<file path="src/rtl/cnt_pkg.sv">
// -----------------------------------------------------------------------------
// cnt_pkg
// Shared types and helpers for the nested down-counter (cnt_down_nest).
//   cnt_state_e : controller state, IDLE or RUN
//   PKG_VEC_W   : widest packed level vector lvl_slice can take apart
//   lvl_slice   : returns a packed vector shifted so level idx sits in the
//                 low bits; callers narrow the result with a size cast
// -----------------------------------------------------------------------------
package cnt_pkg;

    typedef enum logic {
        CNT_IDLE = 1'b0,
        CNT_RUN  = 1'b1
    } cnt_state_e;

    // Upper bound on NUM_LVL*CNT_WIDTH for any instance using lvl_slice.
    localparam int PKG_VEC_W = 256;

    // Brings field idx (each field width bits wide) down to bit 0. The caller
    // truncates to its own field width, so the helper stays width-agnostic.
    function automatic logic [PKG_VEC_W-1:0] lvl_slice(
        input logic [PKG_VEC_W-1:0] vec,
        input int                   idx,
        input int                   width
    );
        return vec >> (idx * width);
    endfunction

endpackage

</file>
<file path="src/rtl/cnt_down_lvl.sv">
// -----------------------------------------------------------------------------
// cnt_down_lvl
// One level of the nested down-counter. When carry_in_i is high the level
// acts: it decrements if nonzero or reloads ld_val_i if zero. A zero count
// with carry_in_i high passes the carry on to the next outer level.
// Ports:
//   clk_i        clock, rising edge
//   rst_i        asynchronous active-high reset, count -> 0
//   clr_i        synchronous clear, count -> 0 (highest synchronous priority)
//   ld_i         synchronous load of ld_val_i
//   ld_val_i     load / reload value for this level
//   carry_in_i   this level acts on the current step
//   carry_out_o  this level is at zero and acting, i.e. it wraps
//   cnt_o        current count of this level
// -----------------------------------------------------------------------------
module cnt_down_lvl #(
    parameter int CNT_WIDTH = 4
) (
    input  logic                 clk_i,
    input  logic                 rst_i,
    input  logic                 clr_i,
    input  logic                 ld_i,
    input  logic [CNT_WIDTH-1:0] ld_val_i,
    input  logic                 carry_in_i,
    output logic                 carry_out_o,
    output logic [CNT_WIDTH-1:0] cnt_o
);

    logic [CNT_WIDTH-1:0] cnt_q;
    logic [CNT_WIDTH-1:0] cnt_d;
    logic                 is_zero;

    assign is_zero     = (cnt_q == '0);
    assign carry_out_o = carry_in_i && is_zero;
    assign cnt_o       = cnt_q;

    always_comb begin
        // NOTE: default first so every path assigns cnt_d; a missing branch
        // would otherwise infer a latch.
        cnt_d = cnt_q;
        if (clr_i) begin
            cnt_d = '0;
        end else if (ld_i) begin
            cnt_d = ld_val_i;
        end else if (carry_in_i) begin
            // Wrap reloads the live ld_val_i, so a reload samples it too.
            cnt_d = is_zero ? ld_val_i : cnt_q - CNT_WIDTH'(1);
        end
    end

    // NOTE: the counter is control state, so it gets the async reset; state
    // registers use non-blocking assignments so all flops update together.
    always_ff @(posedge clk_i or posedge rst_i) begin
        if (rst_i) begin
            cnt_q <= '0;
        end else begin
            cnt_q <= cnt_d;
        end
    end

endmodule

</file>
<file path="src/rtl/cnt_down_nest.sv">
// -----------------------------------------------------------------------------
// cnt_down_nest
// NUM_LVL cascaded down-counters producing nested loop indices. Level 0 is
// innermost. One iteration takes prod(ld_val[i]+1) steps; the last step
// either reloads everything (auto mode) or stops in IDLE (one-shot mode).
// Ports:
//   cnt_clk       clock, rising edge
//   cnt_rst       asynchronous active-high reset
//   cnt_ld        load all levels from cnt_ld_val and enter RUN
//   cnt_ld_val    packed load values, level i at [i*CNT_WIDTH +: CNT_WIDTH]
//   cnt_en        advance enable; low stalls every level
//   cnt_auto      1: reload after the terminal count, 0: stop in IDLE
//   cnt_clr       synchronous clear to IDLE with all counts 0
//   cnt           packed current level counts
//   cnt_lvl_wrap  level i wraps on this step (combinational)
//   cnt_last      RUN with all levels at zero (combinational)
//   cnt_busy      state is RUN
//   cnt_done      registered one-cycle pulse after the terminal step
// Priority: cnt_rst > cnt_clr > cnt_ld > step.
// -----------------------------------------------------------------------------
module cnt_down_nest
    import cnt_pkg::*;
#(
    parameter int CNT_WIDTH = 4,
    parameter int NUM_LVL   = 3
) (
    input  logic                         cnt_clk,
    input  logic                         cnt_rst,
    input  logic                         cnt_ld,
    input  logic [NUM_LVL*CNT_WIDTH-1:0] cnt_ld_val,
    input  logic                         cnt_en,
    input  logic                         cnt_auto,
    input  logic                         cnt_clr,
    output logic [NUM_LVL*CNT_WIDTH-1:0] cnt,
    output logic [NUM_LVL-1:0]           cnt_lvl_wrap,
    output logic                         cnt_last,
    output logic                         cnt_busy,
    output logic                         cnt_done
);

    cnt_state_e           state_q;
    cnt_state_e           state_d;
    logic                 done_q;
    logic                 done_d;

    logic                 step;       // RUN and enabled
    logic [NUM_LVL:0]     carry;      // carry[i] = level i acts this step
    logic                 terminal;   // terminal step that is not overridden
    logic                 lvl_clr;    // clear request seen by every level
    logic [PKG_VEC_W-1:0] ld_val_ext;

    assign step       = (state_q == CNT_RUN) && cnt_en;
    assign carry[0]   = step;
    assign ld_val_ext = PKG_VEC_W'(cnt_ld_val);

    // All levels at zero means the carry ripples out of the outermost level.
    // A clear or load in the same cycle wins and discards the terminal step.
    assign terminal = carry[NUM_LVL] && !cnt_clr && !cnt_ld;

    // In one-shot mode the terminal step must leave the levels at zero rather
    // than let them reload; they are all zero already, so a clear does it.
    assign lvl_clr = cnt_clr || (terminal && !cnt_auto);

    // -------------------------------------------------------------------------
    // Level chain
    // -------------------------------------------------------------------------
    for (genvar i = 0; i < NUM_LVL; i++) begin : g_lvl
        logic [CNT_WIDTH-1:0] ld_val_lvl;

        assign ld_val_lvl = CNT_WIDTH'(lvl_slice(ld_val_ext, i, CNT_WIDTH));

        cnt_down_lvl #(
            .CNT_WIDTH (CNT_WIDTH)
        ) u_lvl (
            .clk_i       (cnt_clk),
            .rst_i       (cnt_rst),
            .clr_i       (lvl_clr),
            .ld_i        (cnt_ld),
            .ld_val_i    (ld_val_lvl),
            .carry_in_i  (carry[i]),
            .carry_out_o (carry[i+1]),
            .cnt_o       (cnt[i*CNT_WIDTH +: CNT_WIDTH])
        );
    end

    // A level wraps exactly when it hands its carry to the next level.
    assign cnt_lvl_wrap = carry[NUM_LVL:1];

    // -------------------------------------------------------------------------
    // FSM: state register
    // -------------------------------------------------------------------------
    always_ff @(posedge cnt_clk or posedge cnt_rst) begin
        if (cnt_rst) begin
            state_q <= CNT_IDLE;
            done_q  <= 1'b0;
        end else begin
            state_q <= state_d;
            done_q  <= done_d;
        end
    end

    // -------------------------------------------------------------------------
    // FSM: next state
    // -------------------------------------------------------------------------
    always_comb begin
        state_d = state_q;
        done_d  = terminal;
        if (cnt_clr) begin
            state_d = CNT_IDLE;
        end else if (cnt_ld) begin
            state_d = CNT_RUN;
        end else if (terminal && !cnt_auto) begin
            state_d = CNT_IDLE;
        end
    end

    // -------------------------------------------------------------------------
    // FSM: outputs
    // -------------------------------------------------------------------------
    always_comb begin
        cnt_busy = (state_q == CNT_RUN);
        cnt_last = (state_q == CNT_RUN) && (cnt == '0);
        cnt_done = done_q;
    end

endmodule

</file>
<file path="config.mk">
export PLATFORM = sky130hd
export DESIGN_NAME = cnt_down_nest
export DESIGN_NICKNAME = d
export VERILOG_FILES = /design/src/rtl/cnt_pkg.sv /design/src/rtl/cnt_down_lvl.sv /design/src/rtl/cnt_down_nest.sv
export SDC_FILE = /design/constraint.sdc
export NUM_CORES = 1
export LEC_CHECK = 0
export ABC_CLOCK_PERIOD_IN_PS = 2500
export CAP_MARGIN = 10
export CELL_PAD_IN_SITES_DETAIL_PLACEMENT = 0
export CELL_PAD_IN_SITES_GLOBAL_PLACEMENT = 1
export CORE_MARGIN = 5
export CORE_UTILIZATION = 32
export DETAILED_ROUTE_END_ITERATION = 7
export GPL_ROUTABILITY_DRIVEN = 0
export PLACE_DENSITY_LB_ADDON = 0.1
export SLEW_MARGIN = 25
export SYNTH_ARGS = -nofsm -noshare
export SYNTH_HDL_FRONTEND = slang
export SYNTH_SLANG_ARGS = --single-unit
</file>
<file path="constraint.sdc">
create_clock -name cnt_clk -period 2.5 [get_ports cnt_clk]
set_input_delay 0.75 -clock cnt_clk [delete_from_list [all_inputs] [get_ports cnt_clk]]
set_output_delay 0.75 -clock cnt_clk [all_outputs]
set_load 0.1 [all_outputs]
</file>
# Word level (Yosys, flattened, before mapping)
# Index checks and enable logic that the tools add are counted.
[classes] addsub=3 mux=15 n_reduce_logical=20
[ops] operator="$mux W4" count=12
[ops] operator="$logic_not A12 Y1" count=1
[ops] operator="$logic_not A4 Y1" count=3
[ops] operator="$reduce_bool A3 Y1" count=4
[ops] operator="$sub A4 B1 Y4 const B" count=3
[ops] operator="$logic_and A1 B1 Y1" count=8
[ops] operator="$logic_not A1 Y1" count=3
[ops] operator="$mux W1" count=3
[ops] operator="$logic_or A1 B1 Y1" count=1
[word_totals] regBits=14 in_bits=18 out_inout_bits=18

# Depth between registers and ports, before layout
# Gate-level depths: netlist of run 1.
[depth] word_depth=10 mapped_depth=7

# Cells and area by module
# From an unflattened synthesis of run 1, not the netlist that was laid out.
[hier_totals] hier_cells=119 area_unflattened_um2=1049.8
[modules_own_cells] mod="cnt_down_lvl" n_inst=3 cells_each=35 area_per_inst_um2=309.0 seq_area_each_um2=100.1
[modules_own_cells] mod="cnt_down_nest" n_inst=1 cells_each=14 area_per_inst_um2=122.6 seq_area_each_um2=50.0

# Worst setup path before layout of run 1
# OpenSTA, ideal clock, no wires.
[synth_timing] path_type="reg2out" from="register g_lvl[2].u_lvl.cnt_q[0]" to="output cnt_last" arrival_ns=3.701 setup_slack_ns=-1.951 stages_incl_launch_ff=6 cell_sequence="dfrtp_1 > inv_1 > ha_1 > nor3b_1 > nand2_1 > nor3_1"
[synth_via] elab_chain_cells=2
[synth_lines] element="from (decl)" line_no="cnt_down_lvl.sv:29" rtl="logic [CNT_WIDTH-1:0] cnt_q;"
[synth_lines] element="from (signal assigned)" line_no="cnt_down_lvl.sv:57" rtl="cnt_q <= cnt_d;"
[synth_lines] element="$logic_not A12 Y1" line_no="cnt_down_nest.sv:122" rtl="cnt_last = (state_q == CNT_RUN) && (cnt == '0);"
[synth_lines] element="$logic_and A1 B1 Y1" line_no="cnt_down_nest.sv:122"
[synth_lines] element="to (decl)" line_no="cnt_down_nest.sv:36" rtl="output logic cnt_last,"
# Every way passes these cells.

# Worst setup path in the final report of run 1
[layout_timing] from="register g_lvl[0].u_lvl.cnt_q[0]" to="output cnt_last"
[layout_via] elab_chain_cells=2
[layout_lines] element="from (decl)" line_no="cnt_down_lvl.sv:29"
[layout_lines] element="from (signal assigned)" line_no="cnt_down_lvl.sv:57"
[layout_lines] element="$logic_not A12 Y1" line_no="cnt_down_nest.sv:122"
[layout_lines] element="$logic_and A1 B1 Y1" line_no="cnt_down_nest.sv:122"
# Every way passes these cells.

==> results by group, run 1 <==
STA
  – Minimum clock period: around 2.5 ns
  – Hold Vio Cnt, Final: 0
  – Setup violations, final: 2
  – Max Clk Rate: between 300 and 400 MHz
  – Worst-Margin Slew: roughly 0.56 ns
  – Unrepaired setup endpoints after global routing: yes
  – Final worst path period share: 101%
  – Final setup margin: -0.0203 ns
  – Fin. max-slew vios: 0
  – Slew HR: a little over three fifths
  – Clock skew: between 0.001 and 0.0015 ns
  – Final Hold Slack: approximately 0.54 ns

Floorplan
  – Floorplan row count: 20
  – Die area: ~4600 um^2
  – DIE WIDTH: 67.5 um
  – Boundary Pins: 36
  – Core Footprint: 3100 um^2
  – Die height: approximately 68 um
  – Starting density of the core: between 30% and 40%

Power
  – Worst VDD drop: around 0.34 mV
  – Leakage: between 0.7 and 0.8 nW
  – Power, Total: approximately 1.2 mW
  – Pwr dens: 691 nW/um^2

GRT
  – Initial antenna violation count: 0
  – Number of global-route vias before repair: ~1,100
  – Largest net degree at the start of global routing: 15
  – Gr usage total: between 10% and 20%
  – Total grt overflow: 0
  – First-pass GRT wire length: 5.38 mm

Outcome
  – Violated checks: negative setup slack
  – Status: finished, violations left

Synth
  – Synth Register Bits: 14
  – Synthesized Nets: 145
  – Avg Synthesized Cell Area: approximately 8.5 um^2
  – Sequential area share after synthesis: approximately 33%
  – Synthesis warning total: 0
  – Post-synth ARST share: 100%
  – Yosys cell types: 45
  – Synth top area cells: dfrtp_1 (33%), nand2_1 (5.3%), o31ai_1 (5.0%)
  – Post-synth top area share: 33.1%
  – Post-Syn Instances: 124
  – Most frequent cells after synthesis: nand2_1 (15), dfrtp_1 (14), inv_1 (9)
  – Synth Cell Area: 1060 um^2
  – Post-synth EDFFs: 0
  – Primary FF master, synth: dfrtp_1
  – Top-count cell post-synth: nand2_1
  – Largest area contributor in the netlist: dfrtp_1

Route
  – DRC errors left: 0
  – WL/cell: around 15 um
  – Final wirelength: between 3 and 4 mm
  – Via/cell ratio: 5.15
  – Routed Antenna Nets: 0
  – First-pass detailed-route iteration total: 4
  – Via count: 1,168
  – Initial drt markers: 50

Placed design
  – PortBufs: 35
  – Placed Area: approximately 1600 um^2
  – Placed insts: between 200 and 250
  – DP HPWL: 2.58 mm

Layout
  – Design area: between 1500 and 2000 um^2
  – Nets: around 210
  – Synth-to-Final Area Change: 69.1%
  – Non-filler instance count after layout: ~230
  – Final core utilization: 57.7%
  – Fraction of layout instances using a drive strength above 1: ~45%
  – ANT cells: 0

Clock tree
  – Sink Count: 14
  – Clk_lat worst skew: roughly 0.28 ns
  – CTS max path bufs: 2
  – H-tree levels: 1
  – Clock transition at path regs: roughly 0.09 ns
  – Total CTS buffers: 3
  – CTS tree: built
  – Clk root buf: clkbuf_4
  – Hold buffers post-CTS: 0

Worst setup path
  – Crit path max fanout: 3
  – Critical Path RT: around 1.8 ns
  – Crit path DAT: 1.77 ns
  – WS Path Type: reg2out
  – Flop-to-flop setup slack: around 0.54 ns
  – Reg2Reg Depth: 7
  – CP Capture Type: output port
  – Worst Setup Start Kind: flop

Min path
  – Worst hold path class: reg2reg
  – Hold path cells: 2

Flow run
  – Max cap viols: 0
[final timing paths]
check                                         from                 endpoint
setup / recovery           g_lvl[0].u_lvl.cnt_o[0]                 cnt_last
hold / removal             g_lvl[0].u_lvl.cnt_o[1]  g_lvl[0].u_lvl.cnt_o[1]
setup reg to reg           g_lvl[0].u_lvl.cnt_o[0]  g_lvl[2].u_lvl.cnt_o[3]
hold reg to reg            g_lvl[0].u_lvl.cnt_o[1]  g_lvl[0].u_lvl.cnt_o[1]
max in group asynchronous                  cnt_rst  g_lvl[2].u_lvl.cnt_o[0]
min in group asynchronous                  cnt_rst  g_lvl[0].u_lvl.cnt_o[0]
[repair_timing]
action	4_1_cts	5_1_grt
resized for setup	10	1
pin swaps	5	3
endpoints found under the setup margin	4	3
buffers inserted	8	4
[cell usage in the layout (no fill, tap or decap), types with 3 or more instances in the layout]
| cell | n |
|---|---|
| nand3_1 | 5 |
| a21oi_1 | 3 |
| dfrtp_4 | 5 |
| ha_4 | 3 |
| nor3b_4 | 3 |
| dfrtp_2 | 7 |
| nor3_1 | 5 |
| clkbuf_4 | 3 |
| clkdlybuf4s50_1 | 16 |
| inv_2 | 3 |
| inv_1 | 4 |
| buf_12 | 4 |
| nand2_1 | 14 |
| buf_4 | 40 |
| o31ai_1 | 7 |
| nor2_1 | 6 |
| o21ai_0 | 4 |
[power breakdown]
part / leakage [nW] / switching (mW) / internal (mW)
Sequential: 0.165 / 0.0473 / 0.268
Combinational: 0.569 / 0.467 / 0.288
Clock: 0.0210 / 0.0794 / 0.0885
[stage by stage]
stage                     setup WS [ns]  TNS [ns]
final                           -0.0203   -0.0227
after global routing             -0.108    -0.235
after floorplan                  -0.306    -0.306
after detailed placement         -0.142    -0.254
after global placement           -0.116    -0.211
after CTS                       -0.0538   -0.0538
[registers in the layout (all words and copies together), names as in the netlist]
signal / cells
g_lvl.u_lvl.cnt_o: 12
cnt_busy: 1
cnt_done: 1
[logic make-up after synthesis]
group / share of synthesized area, %
simple gates: 29.0
compound gates: 24.4
buf+inv: 7.45
flops: 33.1
fa+ha+maj: 3.55
xor+xnor: 1.66
mux: 0.946
[critical path, stage by stage (launching register included)]
cell and delay [ns]:
dfrtp_4 0.50, inv_4 0.07, ha_4 0.12, or3b_4 0.39, nor3_4 0.21, buf_12 0.20
[final cells by class]
type,count,area [um^2]
Tap cell,44,55.1
Sequential cell,14,378
Fill cell,297,1310
Timing Repair Buffer,62,561
Multi-Input combinational cell,93,718
Inverter,10,42.5
Clock buffer,4,36.3
[per-layer routing]
layer  global-route usage, %  wire, um
met1                    20.5      1540
met5                       0         0
met4                    3.04        15
met3                    2.50       192
met2                    25.9      1550
Note: power is estimated with default switching activity, not from simulation.
==> run 2: changes to the inputs <==
--- a/config.mk
+++ b/config.mk
@@ -14,6 +14,7 @@
 export DETAILED_ROUTE_END_ITERATION = 7
 export GPL_ROUTABILITY_DRIVEN = 0
 export PLACE_DENSITY_LB_ADDON = 0.1
+export RECOVER_POWER = 25
 export SLEW_MARGIN = 25
 export SYNTH_ARGS = -nofsm -noshare
 export SYNTH_HDL_FRONTEND = slang
==> results by group, run 2 (synthesis gave the netlist of run 1 again) <==
Outcome
  – Status: finished, violations left (unchanged)
  – Violated checks: negative setup slack (unchanged)

Floorplan
  – DIE WIDTH: 67.5 um (unchanged)
  – Boundary Pins: 36 (unchanged)
  – Die area: 4560 um^2 (unchanged)
  – Starting density of the core: 34.1% (unchanged)
  – Die height: 67.5 um (unchanged)
  – Core Footprint: 3100 um^2 (unchanged)
  – Floorplan row count: 20 (unchanged)

Clock tree
  – Clock transition at path regs: 0.09 ns (about the same)
  – CTS max path bufs: 2 (unchanged)
  – Total CTS buffers: 3 (unchanged)
  – Clk_lat worst skew: 0.28 ns (about the same)
  – Hold buffers post-CTS: 0 (unchanged)
  – Sink Count: 14 (unchanged)
  – CTS tree: built (unchanged)
  – Clk root buf: clkbuf_4 (unchanged)
  – H-tree levels: 1 (unchanged)

GRT
  – Gr usage total: 15.3% (unchanged)
  – Number of global-route vias before repair: 1,133 (unchanged)
  – Initial antenna violation count: 0 (unchanged)
  – First-pass GRT wire length: 5.38 mm (unchanged)
  – Largest net degree at the start of global routing: 15 (unchanged)
  – Total grt overflow: 0 (unchanged)

Min path
  – Worst hold path class: reg2reg (unchanged)

Power
  – Leakage: 0.756 nW (was 0.755 nW)
  – Worst VDD drop: 0.340 mV (was 0.341 mV)
  – Pwr dens: 691 nW/um^2 (about the same)
  – Power, Total: 1.24 mW (about the same)

Worst setup path
  – CP Capture Type: output port (unchanged)
  – WS Path Type: reg2out (unchanged)
  – Worst Setup Start Kind: flop (unchanged)
  – Crit path DAT: 1.77 ns (about the same)
  – Crit path max fanout: 3 (unchanged)
  – Critical Path RT: 1.75 ns (about the same)

STA
  – Max Clk Rate: 397 MHz (about the same)
  – Final worst path period share: 101% (about the same)
  – Minimum clock period: 2.52 ns (about the same)
  – Fin. max-slew vios: 0 (unchanged)
  – Final setup margin: -0.0205 ns (was -0.0203 ns)
  – Slew HR: 62.6% (was 62.5%)
  – Worst-Margin Slew: 0.561 ns (was 0.562 ns)
  – Final Hold Slack: 0.540 ns (about the same)
  – Clock skew: 0.00144 ns (was 0.00132 ns)
  – Unrepaired setup endpoints after global routing: yes (unchanged)
  – Hold Vio Cnt, Final: 0 (unchanged)
  – Setup violations, final: 2 (unchanged)

Layout
  – Seq. cell area: 378 um^2 (unchanged)
  – Fraction of layout instances using a drive strength above 1: 44.8% (unchanged)
  – Synth-to-Final Area Change: 69.1% (unchanged)
  – Most frequent cells in the layout: buf_4 (40), clkdlybuf4s50_1 (15), nand2_1 (14), o31ai_1 (7), dfrtp_2 (7) (was buf_4 (40), clkdlybuf4s50_1 (16), nand2_1 (14), o31ai_1 (7), dfrtp_2 (7))
  – Nets: 205 (unchanged)
  – Largest register FFs: 12 (unchanged)
  – Final-layout fill cell count: 297 (unchanged)
  – Multi-input logic area: 718 um^2 (unchanged)
  – ANT cells: 0 (unchanged)
  – Most common cell after layout, fill and taps aside: buf_4 (unchanged)

Route
  – WL/cell: 14.5 um (was 14.6 um)
  – DRC errors left: 0 (unchanged)
  – Final wirelength: 3.30 mm (about the same)
  – First-pass detailed-route iteration total: 4 (unchanged)
  – Initial drt markers: 50 (unchanged)
  – Routed Antenna Nets: 0 (unchanged)
  – Via count: 1,170 (was 1,168)
  – Via/cell ratio: 5.15 (about the same)

Flow run
  – Max cap viols: 0 (unchanged)

Placed design
  – PortBufs: 35 (unchanged)
  – DP HPWL: 2.58 mm (unchanged)
==> run 2: per-stage QoR <==
stage                     setup WS [ns]  TNS (ns)  cells  util (%)  instance area (um^2)
after floorplan                  -0.306    -0.306    124         -                  1150
after global placement           -0.116    -0.211    211      52.5                  1630
after detailed placement         -0.142    -0.254    211      52.5                  1630
after CTS                       -0.0538   -0.0538    223      56.6                  1760
after global routing             -0.108    -0.235    227      57.7                  1790
final                           -0.0205   -0.0224    227      57.7                  1790
==> run 2: power by group <==
part,switching (mW),total [mW],internal (mW)
logic,0.466,0.754,0.288
clock network,0.0793,0.168,0.0885
registers,0.0472,0.315,0.268
total,0.593,1.24,0.644
==> run 2: repair_timing <==
action	in CTS	in global routing
setup buffers	8	4
pin swaps	5	3
resized for setup	10	1
setup endpoints to repair	4	3
==> run 2: worst paths after layout <==
kind                                         start                       to  slack, ns  depth (start not counted)
setup / recovery           g_lvl[0].u_lvl.cnt_o[0]                 cnt_last      -0.02                          5
min in group asynchronous                  cnt_rst  g_lvl[0].u_lvl.cnt_o[0]       0.95                          2
setup reg to reg           g_lvl[0].u_lvl.cnt_o[0]  g_lvl[2].u_lvl.cnt_o[3]       0.54                          7
hold reg to reg            g_lvl[0].u_lvl.cnt_o[1]  g_lvl[0].u_lvl.cnt_o[1]       0.54                          2
hold / removal             g_lvl[0].u_lvl.cnt_o[1]  g_lvl[0].u_lvl.cnt_o[1]       0.54                          2
max in group asynchronous                  cnt_rst  g_lvl[2].u_lvl.cnt_o[0]       1.13                          2
==> run 2: final cells by class <==
cell class / count / share of cell area, %
Timing Repair Buffer: 62 / 31.3
Multi-Input combinational cell: 93 / 40.1
Clock buffer: 4 / 2.03
Tap cell: 44 / 3.07
Sequential cell: 14 / 21.1
Inverter: 10 / 2.38
==> run 2: worst max-delay path, cell delays in order (launching register included) <==
cell,delay [ns]
dfrtp_4,0.50
inv_4,0.07
ha_4,0.12
or3b_4,0.39
nor3_4,0.21
buf_12,0.20
==> run 2: layer usage <==
layer / wire length [um] / share of wire (%) / GRT usage (%)
met3: 189 / 5.7 / 2.50
met4: 15 / 0.45 / 3.04
met2: 1550 / 47 / 25.9
met5: 0 / 0 / 0
met1: 1540 / 47 / 20.5
==> run 3: changes to the inputs <==
--- a/config.mk
+++ b/config.mk
@@ -5,7 +5,6 @@
 export SDC_FILE = /design/constraint.sdc
 export NUM_CORES = 1
 export LEC_CHECK = 0
-export ABC_CLOCK_PERIOD_IN_PS = 2500
 export CAP_MARGIN = 10
 export CELL_PAD_IN_SITES_DETAIL_PLACEMENT = 0
 export CELL_PAD_IN_SITES_GLOBAL_PLACEMENT = 1
@@ -15,6 +14,7 @@
 export GPL_ROUTABILITY_DRIVEN = 0
 export PLACE_DENSITY_LB_ADDON = 0.1
 export RECOVER_POWER = 25
+export REMOVE_ABC_BUFFERS = 1
 export SLEW_MARGIN = 25
 export SYNTH_ARGS = -nofsm -noshare
 export SYNTH_HDL_FRONTEND = slang
==> results by group, run 3 (synthesis gave the netlist of run 1 again) <==
Placed design
  – DP HPWL: 2.60 mm (was 2.58 mm)
  – PortBufs: 35 (unchanged)
  – Placed insts: 219 (was 211)
  – Placed Area: 1600 um^2 (was 1630 um^2)

Clock tree
  – CTS tree: built (unchanged)
  – Clk_lat worst skew: 0.28 ns (about the same)
  – H-tree levels: 1 (unchanged)
  – Clock transition at path regs: 0.09 ns (about the same)
  – CTS max path bufs: 2 (unchanged)
  – Clk root buf: clkbuf_4 (unchanged)
  – Hold buffers post-CTS: 0 (unchanged)
  – Total CTS buffers: 3 (unchanged)
  – Sink Count: 14 (unchanged)

Layout
  – Design area: 1780 um^2 (was 1790 um^2)
  – Nets: 211 (was 205)
  – Synth-to-Final Area Change: 68.1% (was 69.1%)
  – Fraction of layout instances using a drive strength above 1: 40.4% (was 44.8%)
  – Most common cell after layout, fill and taps aside: buf_4 (unchanged)
  – Final-layout fill cell count: 316 (was 297)
  – Largest register FFs: 12 (unchanged)
  – Non-filler instance count after layout: 232 (was 227)
  – Most frequent cells in the layout: buf_4 (47), clkdlybuf4s50_1 (15), nand2_1 (14), dfrtp_1 (14), o31ai_1 (7) (was buf_4 (40), clkdlybuf4s50_1 (15), nand2_1 (14), o31ai_1 (7), dfrtp_2 (7))
  – ANT cells: 0 (unchanged)

STA
  – Minimum clock period: 2.49 ns (was 2.52 ns)
  – Worst-Margin Slew: 0.640 ns (was 0.561 ns)
  – Max Clk Rate: 402 MHz (was 397 MHz)
  – Final worst path period share: 99.6% (was 101%)
  – Clock skew: 0.00221 ns (was 0.00144 ns)
  – Unrepaired setup endpoints after global routing: yes (unchanged)
  – Hold Vio Cnt, Final: 0 (unchanged)
  – Setup violations, final: 0 (was 2)
  – Slew HR: 57.3% (was 62.6%)
  – Final Hold Slack: 0.571 ns (was 0.540 ns)
  – Fin. max-slew vios: 0 (unchanged)

Flow run
  – Max cap viols: 0 (unchanged)

Outcome
  – Status: complete, no violations (was finished, violations left)

Power
  – Pwr dens: 677 nW/um^2 (was 691 nW/um^2)
  – Switching Share: 49.2% (was 47.9%)
  – Gate power share: 64.7% (was 61.0%)
  – P_sw: 592 uW (was 593 uW)
  – Clock share of power: 11.2% (was 13.6%)
  – Worst VDD drop: 0.381 mV (was 0.340 mV)
  – Leakage: 0.788 nW (was 0.756 nW)
  – Power share of the sequential group: 24.2% (was 25.5%)
  – Pint: 613 uW (was 644 uW)

Route
  – Via count: 1,218 (was 1,170)
  – Routed Antenna Nets: 0 (unchanged)
  – Via/cell ratio: 5.25 (was 5.15)
  – Initial drt markers: 70 (was 50)
  – Final wirelength: 3.49 mm (was 3.30 mm)
  – First-pass detailed-route iteration total: 4 (unchanged)
  – WL/cell: 15.0 um (was 14.5 um)
  – DRC errors left: 0 (unchanged)

Worst setup path
  – WS Path Type: reg2out (unchanged)
  – CP Capture Type: output port (unchanged)
  – Worst Setup Start Kind: flop (unchanged)
  – Critical Path RT: 1.75 ns (about the same)
  – Crit path max fanout: 4 (was 3)
  – Crit path DAT: 1.74 ns (was 1.77 ns)
  – Critical path, cell by cell: inv_2, ha_4, or3b_4, nor3_2, buf_4, buf_12 (was inv_4, ha_4, or3b_4, nor3_4, buf_12)
  – Max incr delay on CP: 0.39 ns (was 0.50 ns)
  – Slowest CP cell: dfrtp_1 (was dfrtp_4)

Floorplan
  – Starting density of the core: 34.1% (unchanged)
  – DIE WIDTH: 67.5 um (unchanged)
  – Die area: 4560 um^2 (unchanged)
  – Core Footprint: 3100 um^2 (unchanged)
  – Floorplan row count: 20 (unchanged)
  – Boundary Pins: 36 (unchanged)
  – Die height: 67.5 um (unchanged)

GRT
  – Total grt overflow: 0 (unchanged)
  – Number of global-route vias before repair: 1,182 (was 1,133)
  – Gr usage total: 16.9% (was 15.3%)
  – Initial antenna violation count: 0 (unchanged)
  – Largest net degree at the start of global routing: 15 (unchanged)
  – First-pass GRT wire length: 5.77 mm (was 5.38 mm)

Min path
  – Worst hold path class: reg2reg (unchanged)
[run 3: timing repair]
item	in CTS	in global routing
setup endpoints to repair	4	2
gates resized for setup	16	8
buffers inserted	1	9
pin swaps	2	5
[run 3: metal layers]
metal	GRT usage, %	part of all wire [%]
met2	27.5	47
met1	22.5	45
met4	6.08	1.3
met3	2.66	6.4
met5	0	0
[run 3: area by class of cell]
type                       count  area [um^2]  share of cell area (%)
multi-input combinational     93          712                    40.0
timing repair buffer          68          602                    33.8
sequential                    14          350                    19.7
tap                           44         55.1                    3.09
inverter                      10         37.5                    2.11
clock buffer                   3         22.5                    1.27
[run 3: worst max-delay path: cells and delay by family (launching register included)]
kind,cells,cell delay [ns]
and+or+nand+nor,2,0.52
adders and majority gates,1,0.15
buffers and inverters,3,0.39
DFF,1,0.39
[run 3: final timing paths]
check	startpoint	endpoint	slack (ns)	cells past startpoint
max	g_lvl[0].u_lvl.cnt_o[0]	cnt_last	0.01	6
min	g_lvl[2].u_lvl.cnt_o[0]	g_lvl[2].u_lvl.cnt_o[0]	0.57	1
max reg2reg	g_lvl[2].u_lvl.cnt_o[0]	g_lvl[0].u_lvl.cnt_o[0]	0.64	9
min reg2reg	g_lvl[2].u_lvl.cnt_o[0]	g_lvl[2].u_lvl.cnt_o[0]	0.57	1
max in group asynchronous	cnt_rst	cnt_done	1.11	2
min in group asynchronous	cnt_rst	g_lvl[0].u_lvl.cnt_o[1]	0.98	2
[run 3: per-stage QoR]
stage	power, mW	worst slack [ns]	setup TNS, ns	utilization, %
final	1.21	0.0103	0	57.3
after global routing	1.28	-0.0603	-0.0603	57.3
after CTS	1.16	-0.0321	-0.0321	54.2
after detailed placement	0.975	-0.145	-0.289	51.6
after global placement	0.971	-0.132	-0.251	51.6
after floorplan	0.750	-1.95	-4.66	-
[run 3: power groups by stage]
stage | clock (mW) | sequential (mW) | combinational [mW]
finish | 0.135 | 0.291 | 0.779
detailed placement | 0 | 0.292 | 0.684
CTS | 0.143 | 0.289 | 0.723
global placement | 0 | 0.291 | 0.680
global route | 0.153 | 0.298 | 0.831
floorplan | 0 | 0.520 | 0.231
